**src/rtl/infer_seq_ctrl.sv**
```systemverilog
// Serial MNIST inference sequencer: snapshots an 8x8 binary image, walks a signed weight ROM per class,
// tracks best/second-best scores and reports the winning digit with a margin. Option: INFER_BIAS_EN.
module infer_seq_ctrl #(
  parameter int N_PIX     = 64,
  parameter int N_CLASS   = 10,
  parameter int W_WIDTH   = 8,
  parameter int ACC_WIDTH = 16,
  parameter int AW        = 10
) (
  input  logic                 clk,
  input  logic                 reset_n,
  input  logic                 start,
  input  logic [N_PIX-1:0]     im,
  output logic [AW-1:0]        w_addr,
  input  logic [W_WIDTH-1:0]   w_data,
  output logic                 busy,
  output logic                 done,
  output logic [3:0]           digit,
  output logic [15:0]          confidence
);

`ifdef INFER_BIAS_EN
  localparam int BIAS_OFF = 1;
`else
  localparam int BIAS_OFF = 0;
`endif
  // Per class: an optional bias slot (sub 0) followed by one slot per pixel.
  localparam int SUBS  = N_PIX + BIAS_OFF;
  localparam int SUB_W = $clog2(SUBS);
  localparam int CLS_W = $clog2(N_CLASS);
  localparam int PIX_W = $clog2(N_PIX);

  localparam logic [SUB_W-1:0]            SUB_LAST = SUB_W'(SUBS - 1);
  localparam logic [CLS_W-1:0]            CLS_LAST = CLS_W'(N_CLASS - 1);
  localparam logic signed [ACC_WIDTH-1:0] ACC_MIN  = {1'b1, {(ACC_WIDTH-1){1'b0}}};
  localparam logic [ACC_WIDTH:0]          SAT      = (ACC_WIDTH+1)'(65535);

  typedef enum logic [1:0] {S_IDLE, S_RUN, S_DONE} state_t;

  state_t                       state;
  logic [N_PIX-1:0]             shadow;
  logic                         iss_act;
  logic [CLS_W-1:0]             iss_cls;
  logic [SUB_W-1:0]             iss_sub;
  logic                         v1;
  logic [CLS_W-1:0]             cls1;
  logic [SUB_W-1:0]             sub1;
  logic                         cmp_v;
  logic [CLS_W-1:0]             cmp_cls;
  logic signed [ACC_WIDTH-1:0]  acc;
  logic signed [ACC_WIDTH-1:0]  best;
  logic signed [ACC_WIDTH-1:0]  second;
  logic [CLS_W-1:0]             best_idx;

  logic signed [ACC_WIDTH-1:0]  w_ext;
  logic signed [ACC_WIDTH-1:0]  term;
  logic [PIX_W-1:0]             pix_idx;
  logic                         is_bias;
  logic [ACC_WIDTH:0]           margin;

  function automatic logic [AW-1:0] addr_of(input logic [CLS_W-1:0] c, input logic [SUB_W-1:0] s);
`ifdef INFER_BIAS_EN
    if (s == '0) return AW'(N_CLASS * N_PIX) + AW'(c);
    return AW'(c) * AW'(N_PIX) + AW'(s) - AW'(1);
`else
    return AW'(c) * AW'(N_PIX) + AW'(s);
`endif
  endfunction

  always_comb begin
    w_ext   = {{(ACC_WIDTH-W_WIDTH){w_data[W_WIDTH-1]}}, w_data};
    pix_idx = PIX_W'(sub1 - SUB_W'(BIAS_OFF));
`ifdef INFER_BIAS_EN
    is_bias = (sub1 == '0);
`else
    is_bias = 1'b0;
`endif
    term    = (is_bias || shadow[pix_idx]) ? w_ext : '0;
    // Sign-extended by one bit so best - second can never wrap negative.
    margin  = {best[ACC_WIDTH-1], best} - {second[ACC_WIDTH-1], second};
  end

  // NOTE: non-blocking assignments let the compare stage read the finished class score from acc on the
  // same edge that acc is reloaded for the next class, so classes follow each other with no bubble.
  always_ff @(posedge clk or negedge reset_n) begin
    if (!reset_n) begin
      // NOTE: the shadow image and score registers are reset with the rest so an aborted run leaves nothing behind.
      state      <= S_IDLE;
      shadow     <= '0;
      iss_act    <= 1'b0;
      iss_cls    <= '0;
      iss_sub    <= '0;
      v1         <= 1'b0;
      cls1       <= '0;
      sub1       <= '0;
      cmp_v      <= 1'b0;
      cmp_cls    <= '0;
      acc        <= '0;
      best       <= '0;
      second     <= '0;
      best_idx   <= '0;
      w_addr     <= '0;
      busy       <= 1'b0;
      done       <= 1'b0;
      digit      <= '0;
      confidence <= '0;
    end else begin
      done  <= 1'b0;
      v1    <= 1'b0;
      cmp_v <= 1'b0;
      case (state)
        S_IDLE: begin
          if (start) begin
            state   <= S_RUN;
            shadow  <= im;
            busy    <= 1'b1;
            iss_act <= 1'b1;
            iss_cls <= '0;
            iss_sub <= '0;
            w_addr  <= addr_of('0, '0);
          end
        end
        S_RUN: begin
          // Issue stage: the address on w_addr now returns data next cycle.
          if (iss_act) begin
            v1   <= 1'b1;
            cls1 <= iss_cls;
            sub1 <= iss_sub;
            if (iss_sub == SUB_LAST) begin
              if (iss_cls == CLS_LAST) begin
                iss_act <= 1'b0;
              end else begin
                iss_cls <= iss_cls + 1'b1;
                iss_sub <= '0;
                w_addr  <= addr_of(iss_cls + 1'b1, '0);
              end
            end else begin
              iss_sub <= iss_sub + 1'b1;
              w_addr  <= addr_of(iss_cls, iss_sub + 1'b1);
            end
          end
          // Accumulate stage: first slot of a class reloads instead of adding.
          if (v1) begin
            acc     <= (sub1 == '0) ? term : acc + term;
            cmp_v   <= (sub1 == SUB_LAST);
            cmp_cls <= cls1;
          end
          // Compare stage: strict comparisons keep the lower index on ties.
          if (cmp_v) begin
            if (cmp_cls == '0) begin
              best     <= acc;
              best_idx <= '0;
              second   <= ACC_MIN;
            end else if (acc > best) begin
              second   <= best;
              best     <= acc;
              best_idx <= cmp_cls;
            end else if (acc > second) begin
              second   <= acc;
            end
            if (cmp_cls == CLS_LAST) state <= S_DONE;
          end
        end
        S_DONE: begin
          digit      <= 4'(best_idx);
          confidence <= (margin > SAT) ? 16'hFFFF : margin[15:0];
          done       <= 1'b1;
          busy       <= 1'b0;
          state      <= S_IDLE;
        end
        default: state <= S_IDLE;
      endcase
    end
  end

endmodule

```
**config.mk**
```make
export PLATFORM = sky130hd
export DESIGN_NAME = infer_seq_ctrl
export DESIGN_NICKNAME = d
export VERILOG_FILES = /design/src/rtl/infer_seq_ctrl.sv
export SDC_FILE = /design/constraint.sdc
export NUM_CORES = 1
export LEC_CHECK = 0
export BUFFER_PORTS_ARGS = -buffer_cell sky130_fd_sc_hd__buf_2
export CAP_MARGIN = 20
export CORE_MARGIN = 5
export CORE_UTILIZATION = 54
export DETAILED_ROUTE_END_ITERATION = 8
export PLACE_DENSITY_LB_ADDON = 0.3
export SETUP_SLACK_MARGIN = 0.15
export SYNTH_ARGS = -nofsm -noshare
export SYNTH_HDL_FRONTEND = slang
export SYNTH_SLANG_ARGS = --single-unit
```
**constraint.sdc**
```tcl
create_clock -name clk -period 4.2 [get_ports clk]
set_clock_uncertainty 0.2 [all_clocks]
set_input_delay 1.26 -clock clk [delete_from_list [all_inputs] [get_ports clk]]
set_output_delay 1.26 -clock clk [all_outputs]
set_load 0.01 [all_outputs]
```
==> impl_results.md, run 1 <==
- Crit Path Max Fanout: 7
- Ys flop type: dfrtp_1
- Hold path startpoint: w_addr[7]$_DFFE_PN0P_
- Die Height: 145 µm
- Asr flop ratio synth: 1.00
- Cts bufs inserted: 17
- Arrival @ worst endpoint: 4.17 ns
- Post-synth EDFFs: 0
- Setup slack, reg-to-reg: 0.15 ns
- Initial antenna violation count: 0
- Max Transition Viols Final: 0
- VDD IR max: 411 µV
- Worst hold path depth: 2
- # fillers: 1432
- Unique masters post-synth: 62
- #FFs+latches synth: 171
- Period utilization: 0.964
- Register area share after synthesis: 0.436
- Crit path kind: reg -> reg
- Synthesized cell area: 9830 µm²
- DIE AREA: 21000 µm²
- CTS tree: built
- R2R depth: 19
- Placed cell area: 10700 µm²
- Reg2reg end: acc[14]$_DFFE_PN0P_
- Initial core utilization: 0.547
- Reg clk slew, reported paths: 0.07 ns
- Worst slew pin tran: 0.796 ns
- CP Data Required Time: 4.32 ns
- Hold Crit Endpoint: w_addr[7]$_DFFE_PN0P_
- Combinational family with the most area after synthesis: multiplexers
- Layout net count: 1178
- Clock Sinks: 171
- Final wirelength: 21.6 mm
- Share of cells above drive strength 1: 0.314
- Final ANT Viol Nets: 0
- Post-DP HPWL: 15.6 mm
- Minimum clock period: 4.05 ns
- Critical path endpoint category: flip-flop
- Global-route wire length before repair: 36.1 mm
- TritonRoute pass-1 iters: 4
- # rows: 49
- Antenna Cells: 0
- Worst rel slew slack: 0.455
- Synth Area in Compound Gates: 0.118
- GRT Residual Overflow: 0
- Gate Count Post-Synth: 916
- Clock root buffer: clkbuf_16
- # setup viols final: 0
- Post-synthesis mux area share: 0.187
- Vias in the first global route: 7331
- Adder-cell share of the synthesized area: 0.0881
- Max Freq: 247 MHz
- Place WS: -0.0549 ns
- Worst hold path type: reg -> reg
- Cts hold-fix bufs: 0
- CP Launch Type: flip-flop
- Net Count, Synth: 1059
- Synth Warn #: 0
- Detailed-route vias per instance: 5.69
- Post-route DRC: 0
- Simple-gate share of the synthesized area: 0.109
- Synth-to-Final Area Change: 17.2%
- Via count of the routed design: 7267
- Tot GR Track Use: 0.214
- CTS H-tree depth: 4
- Gpl congestion: 0.867
- Pwr/cell area: 700 nW/µm²
- Horiz. Die Dim: 145 µm
- Worst R2R Start: sub1[2]$_DFFE_PN0P_
- Outcome: finished clean
- Syn_area_per_cell: 10.7 µm²
- Final Hold Violating Endpoints: 0
- Final Power: 8.06 mW
- Worst Setup Slack, final: 0.149 ns
- I/O pins: 107
- RSZ-0062 raised after global routing: yes
- Port bufs: 106
- Lkg Pwr: 5.36 nW
- Clk_lat worst skew: 0.43 ns
- DR WL/cell: 16.9 µm
- Core box area: 18000 µm²
- Final instance area: 11500 µm²
- Maximum buffer depth of the clock tree: 2
- Maxcap violations: 0
- Initial DRC count: 319
- Largest net degree at the start of global routing: 66
- Synth Area in XOR/XNOR: 0.0214
[cells by family (layout without fill, tap and decap cells)]
kind of cell,Yosys count,in the layout
AO/OA/AOI/OAI,179,179
XOR/XNOR,24,24
adder cells (fa/ha/maj),68,68
buffers and inverters,88,220
flip-flops,171,171
multiplexers,164,164
AND/OR/NAND/NOR,222,222
[sequential cells by signal (all words and copies together) (netlist names), 2 cells and up]
name / count
digit: 4
shadow: 64
cmp_cls: 4
confidence: 16
w_addr: 10
best_idx: 4
cls1: 4
iss_cls: 4
acc: 16
second: 16
sub1: 6
best: 16
state: 2
[synth_stat cells, types with 8 or more instances]
library cell / instances / area, µm²
clkbuf_1: 22 / 82.6
mux2_2: 115 / 1290
o21ai_0: 43 / 215
nand2_1: 77 / 289
nor3_1: 16 / 80.1
o31ai_1: 8 / 60.1
a21oi_1: 41 / 205
nor2_1: 46 / 173
o22a_1: 17 / 149
nor2b_1: 14 / 87.6
mux2i_1: 45 / 450
ha_1: 66 / 826
dfrtp_1: 171 / 4280
a21o_1: 15 / 113
and2_1: 8 / 50.1
nand3_1: 17 / 85.1
inv_1: 52 / 195
xnor2_1: 17 / 149
[worst max-delay path by stage]
stage | start | endpoint | slack, ns | cells past startpoint
after floorplan | sub1[0]$_DFFE_PN0P_ | acc[14]$_DFFE_PN0P_ | 0.16 | 18
after global routing | sub1[2]$_DFFE_PN0P_ | acc[14]$_DFFE_PN0P_ | -0.12 | 19
final | sub1[2]$_DFFE_PN0P_ | acc[14]$_DFFE_PN0P_ | 0.15 | 19
after CTS | sub1[2]$_DFFE_PN0P_ | acc[14]$_DFFE_PN0P_ | 0.13 | 19
after detailed placement | sub1[1]$_DFFE_PN0P_ | acc[14]$_DFFE_PN0P_ | -0.05 | 18
after global placement | sub1[0]$_DFFE_PN0P_ | acc[12]$_DFFE_PN0P_ | 0.06 | 18
[report_power, final]
part | internal, mW | switching (mW) | total, mW
Clock | 0.853 | 0.740 | 1.59
Sequential | 2.10 | 0.468 | 2.57
Combinational | 1.96 | 1.94 | 3.90
Total | 4.91 | 3.15 | 8.06
[worst max-delay path, cell delays in order (launching register included)]
cell       delay (ns)
dfrtp_1          0.43
buf_6            0.16
nand3b_1         0.27
o22ai_2          0.23
nor3_2           0.08
a22oi_1          0.22
and4_4           0.29
and2_4           0.16
ha_4             0.13
inv_2            0.04
fa_2             0.36
nor2b_2          0.13
o21a_1           0.16
o21ai_2          0.09
a2111oi_2        0.30
buf_4            0.18
nor4_2           0.05
mux2i_1          0.15
a21oi_1          0.08
o31a_1           0.23
[repair_timing]
| item | in CTS | in global routing |
|---|---|---|
| buffers inserted | 1 | 1 |
| resized for setup | 13 | 33 |
| pin swaps | 7 | 14 |
| cloned | 0 | 1 |
| endpoints found under the setup margin | 5 | 7 |
[final cells by class]
type	instances	area [µm²]	share of cell area
tap	229	287	0.0249
multi-input combinational	657	5320	0.462
timing repair buffer	136	837	0.0727
sequential	171	4280	0.372
clock buffer	17	425	0.0369
clock inverter	15	166	0.0145
inverter	52	198	0.0172
[metal layers]
layer | global-route usage | vias to the layer above | wire length (µm)
met4 | 0.0722 | 0 | 458
met2 | 0.349 | 165 | 10500
met3 | 0.0437 | 31 | 985
met5 | 0 | - | 0
li1 | - | 3534 | -
met1 | 0.286 | 3537 | 9670
[cells in the final DEF, fill, tap and decap left out, types with 18 or more instances in the layout]
| cell type | count |
|---|---|
| nor2_1 | 46 |
| o21ai_0 | 38 |
| a21oi_1 | 38 |
| nand2_1 | 76 |
| ha_1 | 61 |
| buf_2 | 105 |
| mux2i_1 | 43 |
| buf_4 | 23 |
| clkbuf_16 | 18 |
| inv_1 | 50 |
| dfrtp_1 | 170 |
| mux2_2 | 115 |
[metrics by stage]
step | hold WS, ns | util | TNS (ns) | cells
floorplan | 0.244 | - | 0 | 916
global route | 0.319 | 0.641 | -0.251 | 1277
CTS | 0.285 | 0.630 | 0 | 1274
detailed placement | 0.269 | 0.595 | -0.0934 | 1241
global placement | 0.259 | 0.595 | 0 | 1241
finish | 0.280 | 0.641 | 0 | 1277
(Power assumes the default switching activity.)
==> run 2: changes to the inputs <==
CAP_MARGIN = 25   (was 20)
clock period = 3.6 ns   (was 4.2 ns; I/O delays follow)
==> impl_results.md, run 2 (synthesized netlist as in run 1, its figures left out) <==
- CP Launch Type: flip-flop
- Maximum buffer depth of the clock tree: 2 (unchanged)
- Tot GR Track Use: 0.225 (+0.0109)
- Max Transition Viols Final: 0 (unchanged)
- Global-route wire length before repair: 37.3 mm (+3.4%)
- Share of cells above drive strength 1: 0.364 (+0.0503)
- Horiz. Die Dim: 145 µm (unchanged)
- Post-DP HPWL: 16.4 mm (+5.3%)
- Final ANT Viol Nets: 0 (unchanged)
- Pwr/cell area: 857 nW/µm² (+22%)
- Minimum clock period: 4.06 ns (+0.0143 ns)
- CP peak stage delay: 0.44 ns (about the same)
- Final wirelength: 23.2 mm (+7.6%)
- Worst R2R Start: sub1[3]$_DFFE_PN0P_
- Multi-input logic area: 5470 µm² (+2.8%)
- Maxcap violations: 0 (unchanged)
- CP max-delay cell: dfrtp_1
- VDD IR max: 578 µV (+41%)
- Hold path startpoint: w_addr[6]$_DFFE_PN0P_
- Worst slew pin tran: 0.799 ns (+0.00274 ns)
- Die Height: 145 µm (unchanged)
- Detailed-route vias per instance: 5.68 (-0.14%)
- Most frequent cells in the layout: 170 x dfrtp_1, 115 x mux2_2, 105 x buf_2
- Final Power: 10.4 mW (+29%)
- Port bufs: 106 (unchanged)
- Biggest register: shadow
- Cts hold-fix bufs: 0 (unchanged)
- Post-route insts no fill: 1330 (+4.2%)
- GRT Residual Overflow: 0 (unchanged)
- # setup viols final: 10 (+10)
- CTS tree: built
- CP delay by family, top: compound AO/OA/AOI/OAI gates
- CP cell instances: buf_6 -> nand3b_1 -> o22ai_2 -> nor3_2 -> o21bai_1 -> and4_4 -> and2_4 -> ha_4 -> inv_2 -> fa_2 -> nor2b_2 -> o21a_1 -> o21ai_2 -> a2111oi_4 -> o41ai_2 -> xnor2_1 -> a211oi_2 -> nor2_1
- # rows: 49 (unchanged)
- TritonRoute pass-1 iters: 5 (+1)
- Initial antenna violation count: 0 (unchanged)
- Max Freq: 246 MHz (-0.35%)
- Placed instance count: 1284 (+3.5%)
- DIE AREA: 21000 µm² (unchanged)
- Reg clk slew, reported paths: 0.06 ns (about the same)
- Gpl congestion: 0.867 (about the same)
- I/O pins: 107 (unchanged)
- CP Data Required Time: 3.72 ns (-0.60 ns)
- Worst rel slew slack: 0.467 (+0.0116)
- DR WL/cell: 17.5 µm (+3.3%)
- Initial core utilization: 0.547 (unchanged)
- CTS H-tree depth: 4 (unchanged)
- Largest net degree at the start of global routing: 66 (unchanged)
- Layout net count: 1231 (+4.5%)
- Post-route DRC: 0 (unchanged)
- WHS: 0.274 ns (-0.00579 ns)
- Cts bufs inserted: 17 (unchanged)
- Clk_lat worst skew: 0.43 ns (about the same)
- Worst Setup SP: sub1[3]$_DFFE_PN0P_
- Reg area: 4280 µm² (unchanged)
- Lkg Pwr: 5.65 nW (+5.4%)
- Clock Sinks: 171 (unchanged)
- Synth-to-Final Area Change: 23.3%
- Final Hold Violating Endpoints: 0 (unchanged)
- Failing checks: setup timing
- # fillers: 1319 (-7.9%)
- Max FFs per register: 64 (unchanged)
- Vias in the first global route: 7586 (+3.5%)
- Most common cell after layout, fill and taps aside: dfrtp_1
- Setup_tns: -2.28 ns (-2.28 ns)
- Worst Setup Slack, final: -0.465 ns (-0.614 ns)
- Antenna Cells: 0 (unchanged)
- Final Util: 0.674 (+0.0334)
- Worst hold path type: reg -> reg
- Arrival @ worst endpoint: 4.18 ns (about the same)
- Critical path endpoint category: flip-flop
- Via count of the routed design: 7558 (+4.0%)
- Period utilization: 1.13 (+0.165)
- Crit path kind: reg -> reg
- Core box area: 18000 µm² (unchanged)
- Outcome: finished, violations left
- RSZ-0062 raised after global routing: yes
- Clock root buffer: clkbuf_16
- Crit Path Max Fanout: 5 (-2)
- CP bufs+invs: 2 (-1)
- Initial DRC count: 404 (+27%)
-- run 2: worst register-to-register path, delay by kind of cell, from the launching register on --
kind	cells	cell delay, ns
AO/OA/AOI/OAI	7	1.51
XOR/XNOR	1	0.15
adder cells (fa/ha/maj)	2	0.46
buffers and inverters	2	0.17
AND/OR/NAND/NOR	6	1.00
flip-flops	1	0.44
-- run 2: worst paths after layout --
check | to | slack [ns] | cells after the start
worst max-delay path | acc[12]$_DFFE_PN0P_ | -0.46 | 18
worst min-delay path | w_addr[6]$_DFFE_PN0P_ | 0.27 | 2
worst max register to register | acc[12]$_DFFE_PN0P_ | -0.46 | 18
worst min register to register | w_addr[6]$_DFFE_PN0P_ | 0.27 | 2
max in group asynchronous | second[14]$_DFFE_PN0P_ | 2.07 | 2
min in group asynchronous | confidence[2]$_DFFE_PN0P_ | 0.42 | 1
-- run 2: cell type report --
class	count	area share
inverter	52	0.0163
multi-input combinational	657	0.452
clock inverter	12	0.0134
sequential	171	0.353
clock buffer	20	0.0369
tap	229	0.0236
timing repair buffer	189	0.105
-- run 2: layer usage --
layer	share of wire	global-route usage	wire length [µm]
met1	0.44	0.297	10300
met2	0.50	0.371	11600
met3	0.039	0.0427	896
met4	0.021	0.0790	476
met5	0	0	0
-- run 2: where the power goes --
group | total [mW] | switching [mW] | internal (mW)
Combinational | 5.46 | 2.58 | 2.88
Clock | 1.91 | 0.786 | 1.12
Sequential | 3.01 | 0.562 | 2.45
-- run 2: timing repair --
action / in CTS / in global routing
buffers inserted: 4 / 6
setup endpoints to repair: 11 / 13
pin swaps: 9 / 4
cloned: 2 / 1
resized for setup: 37 / 18
-- run 2: through the flow --
stage	setup WS [ns]	cell area, µm²
after floorplan	-0.167	9930
after global placement	-0.357	11100
after detailed placement	-0.438	11100
after CTS	-0.371	12000
after global routing	-0.646	12100
final	-0.465	12100
==> run 3: changes to the inputs <==
CORE_UTILIZATION = 55   (was 54)
clock period = 5 ns   (was 3.6 ns; I/O delays follow)
==> impl_results.md, run 3 (synthesized netlist as in run 1, its figures left out) <==
- CP max-delay cell: mux4_2
- Horiz. Die Dim: 144 µm (-0.85%)
- Outcome: finished clean
- # rows: 48 (-2.0%)
- Hold path startpoint: w_addr[9]$_DFFE_PN0P_
- Final Hold Violating Endpoints: 0 (unchanged)
- CP cell instances: buf_4 -> mux4_2 -> a21oi_1 -> a22oi_1 -> and4_2 -> and2_1 -> ha_1 -> inv_1 -> fa_1 -> nor2b_1 -> o21a_1 -> o21ai_0 -> a2111oi_2 -> buf_4 -> nor4_1 -> mux2i_1 -> a21oi_1 -> o31a_1
- Clock Sinks: 171 (unchanged)
- Final Power: 6.39 mW (-38%)
- Arrival @ worst endpoint: 4.63 ns (+0.45 ns)
- Vias in the first global route: 7268 (-4.2%)
- Setup_tns: 0 ns (+2.28 ns)
- WHS: 0.270 ns (-0.00433 ns)
- Worst hold path depth: 2 (unchanged)
- Critical path endpoint category: flip-flop
- # setup viols final: 0 (-10)
- CP Data Required Time: 5.12 ns (+1.40 ns)
- Biggest register: shadow
- Worst hold path type: reg -> reg
- Placed instance count: 1222 (-4.8%)
- Port bufs: 106 (unchanged)
- Die Height: 144 µm (-0.85%)
- Setup slack, reg-to-reg: 0.49 ns (+0.96 ns)
- I/O pins: 107 (unchanged)
- Share of cells above drive strength 1: 0.280 (-0.0838)
- GRT Residual Overflow: 0 (unchanged)
- Lkg Pwr: 5.27 nW (-6.7%)
- Maximum buffer depth of the clock tree: 2 (unchanged)
- Largest net degree at the start of global routing: 85 (+29%)
- Synth-to-Final Area Change: 14.1%
- Most frequent cells in the layout: 168 x dfrtp_1, 115 x mux2_2, 105 x buf_2
- Placed cell area: 10500 µm² (-5.2%)
- CP delay by family, top: compound AO/OA/AOI/OAI gates
- CTS H-tree depth: 4 (unchanged)
- Initial DRC count: 320 (-21%)
- Reg2reg end: acc[14]$_DFFE_PN0P_
- Crit Path Max Fanout: 9 (+4)
- CP peak stage delay: 0.50 ns (+0.06 ns)
- Maxcap violations: 0 (unchanged)
- Max Freq: 222 MHz (-9.8%)
- Initial core utilization: 0.564 (+0.0172)
- Tot GR Track Use: 0.218 (-0.00691)
- CP Launch Type: flip-flop
- Max FFs per register: 64 (unchanged)
- Post-route insts no fill: 1259 (-5.3%)
- TritonRoute pass-1 iters: 5 (unchanged)
- Minimum clock period: 4.51 ns (+0.440 ns)
- Final instance area: 11200 µm² (-7.4%)
- Detailed-route vias per instance: 5.69 (about the same)
- Post-route DRC: 0 (unchanged)
- Layout net count: 1165 (-5.4%)
- Clock root buffer: clkbuf_16
- Pwr/cell area: 570 nW/µm² (-33%)
- Antenna Cells: 0 (unchanged)
- R2R depth: 18 (unchanged)
- Most common cell after layout, fill and taps aside: dfrtp_1
- CTS tree: built
- Core box area: 17400 µm² (-3.0%)
- DIE AREA: 20600 µm² (-1.7%)
- VDD IR max: 399 µV (-31%)
- Worst R2R Start: sub1[1]$_DFFE_PN0P_
- Global-route wire length before repair: 35.8 mm (-4.1%)
- Final wirelength: 21.3 mm (-8.1%)
- RSZ-0062 raised after global routing: no
- Max Transition Viols Final: 0 (unchanged)
- Crit path kind: reg -> reg
- Gpl congestion: 0.871 (+0.47%)
- CP bufs+invs: 3 (+1)
- Via count of the routed design: 7159 (-5.3%)
- Final ANT Viol Nets: 0 (unchanged)
- DR WL/cell: 16.9 µm (-2.9%)
- Clk_lat worst skew: 0.44 ns (about the same)
- Cts hold-fix bufs: 0 (unchanged)
- Post-DP HPWL: 15.6 mm (-4.8%)
- Worst rel slew slack: 0.457 (-0.0105)
- Initial antenna violation count: 1 (+1)
- Hold Crit Endpoint: w_addr[9]$_DFFE_PN0P_
- # fillers: 1395 (+5.8%)
- Period utilization: 0.901 (-0.228)
- Cts bufs inserted: 17 (unchanged)
- Reg clk slew, reported paths: 0.07 ns (about the same)
- Worst slew pin tran: 0.815 ns (+0.0162 ns)
## run 3: stage by stage
stage | util | setup slack, ns
after detailed placement | 0.606 | 0.207
after floorplan | - | 0.874
after CTS | 0.640 | 0.218
final | 0.644 | 0.495
after global routing | 0.644 | 0.185
after global placement | 0.605 | 0.356
## run 3: how the worst max path moves through the flow
stage	startpoint	end	slack (ns)	cells after the start
final	sub1[1]$_DFFE_PN0P_	acc[14]$_DFFE_PN0P_	0.49	18
after global routing	sub1[2]$_DFFE_PN0P_	acc[12]$_DFFE_PN0P_	0.18	18
after CTS	sub1[1]$_DFFE_PN0P_	acc[12]$_DFFE_PN0P_	0.22	19
after detailed placement	sub1[1]$_DFFE_PN0P_	acc[12]$_DFFE_PN0P_	0.21	19
after global placement	sub1[1]$_DFFE_PN0P_	acc[12]$_DFFE_PN0P_	0.36	19
after floorplan	sub1[0]$_DFFE_PN0P_	acc[14]$_DFFE_PN0P_	0.87	18
## run 3: what timing repair did
item,in CTS,in global routing
gates resized for setup,1,8
setup buffers,0,4
gates cloned,0,0
setup endpoints to repair,2,4
## run 3: worst register-to-register path, cell delays in order, from the launching register on
cell,delay [ns]
dfrtp_4,0.47
buf_4,0.18
mux4_2,0.50
a21oi_1,0.21
a22oi_1,0.11
and4_2,0.31
and2_1,0.19
ha_1,0.21
inv_1,0.08
fa_1,0.19
nor2b_1,0.07
o21a_1,0.18
o21ai_0,0.36
a2111oi_2,0.14
buf_4,0.17
nor4_1,0.31
mux2i_1,0.22
a21oi_1,0.08
o31a_1,0.23
## run 3: metal layers
metal	up-vias	GRT usage	part of all wire
met2	142	0.366	0.49
li1	3511	-	-
met4	2	0.0669	0.022
met5	-	0	0.00033
met1	3465	0.278	0.44
met3	39	0.0559	0.043
## run 3: area by class of cell
cell class                      instances  area [µm²]  area share
Tap cell                              225         282      0.0251
Sequential cell                       171        4290       0.382
Timing Repair Buffer                  123         696      0.0620
Inverter                               52         195      0.0174
Clock buffer                           18         439      0.0392
Multi-Input combinational cell        657        5170       0.461
Clock inverter                         13         149      0.0133
## run 3: power breakdown
group	internal [mW]	total [mW]	switching [mW]
sequential	1.77	2.19	0.419
clock	0.723	1.33	0.608
combinational	1.42	2.88	1.46
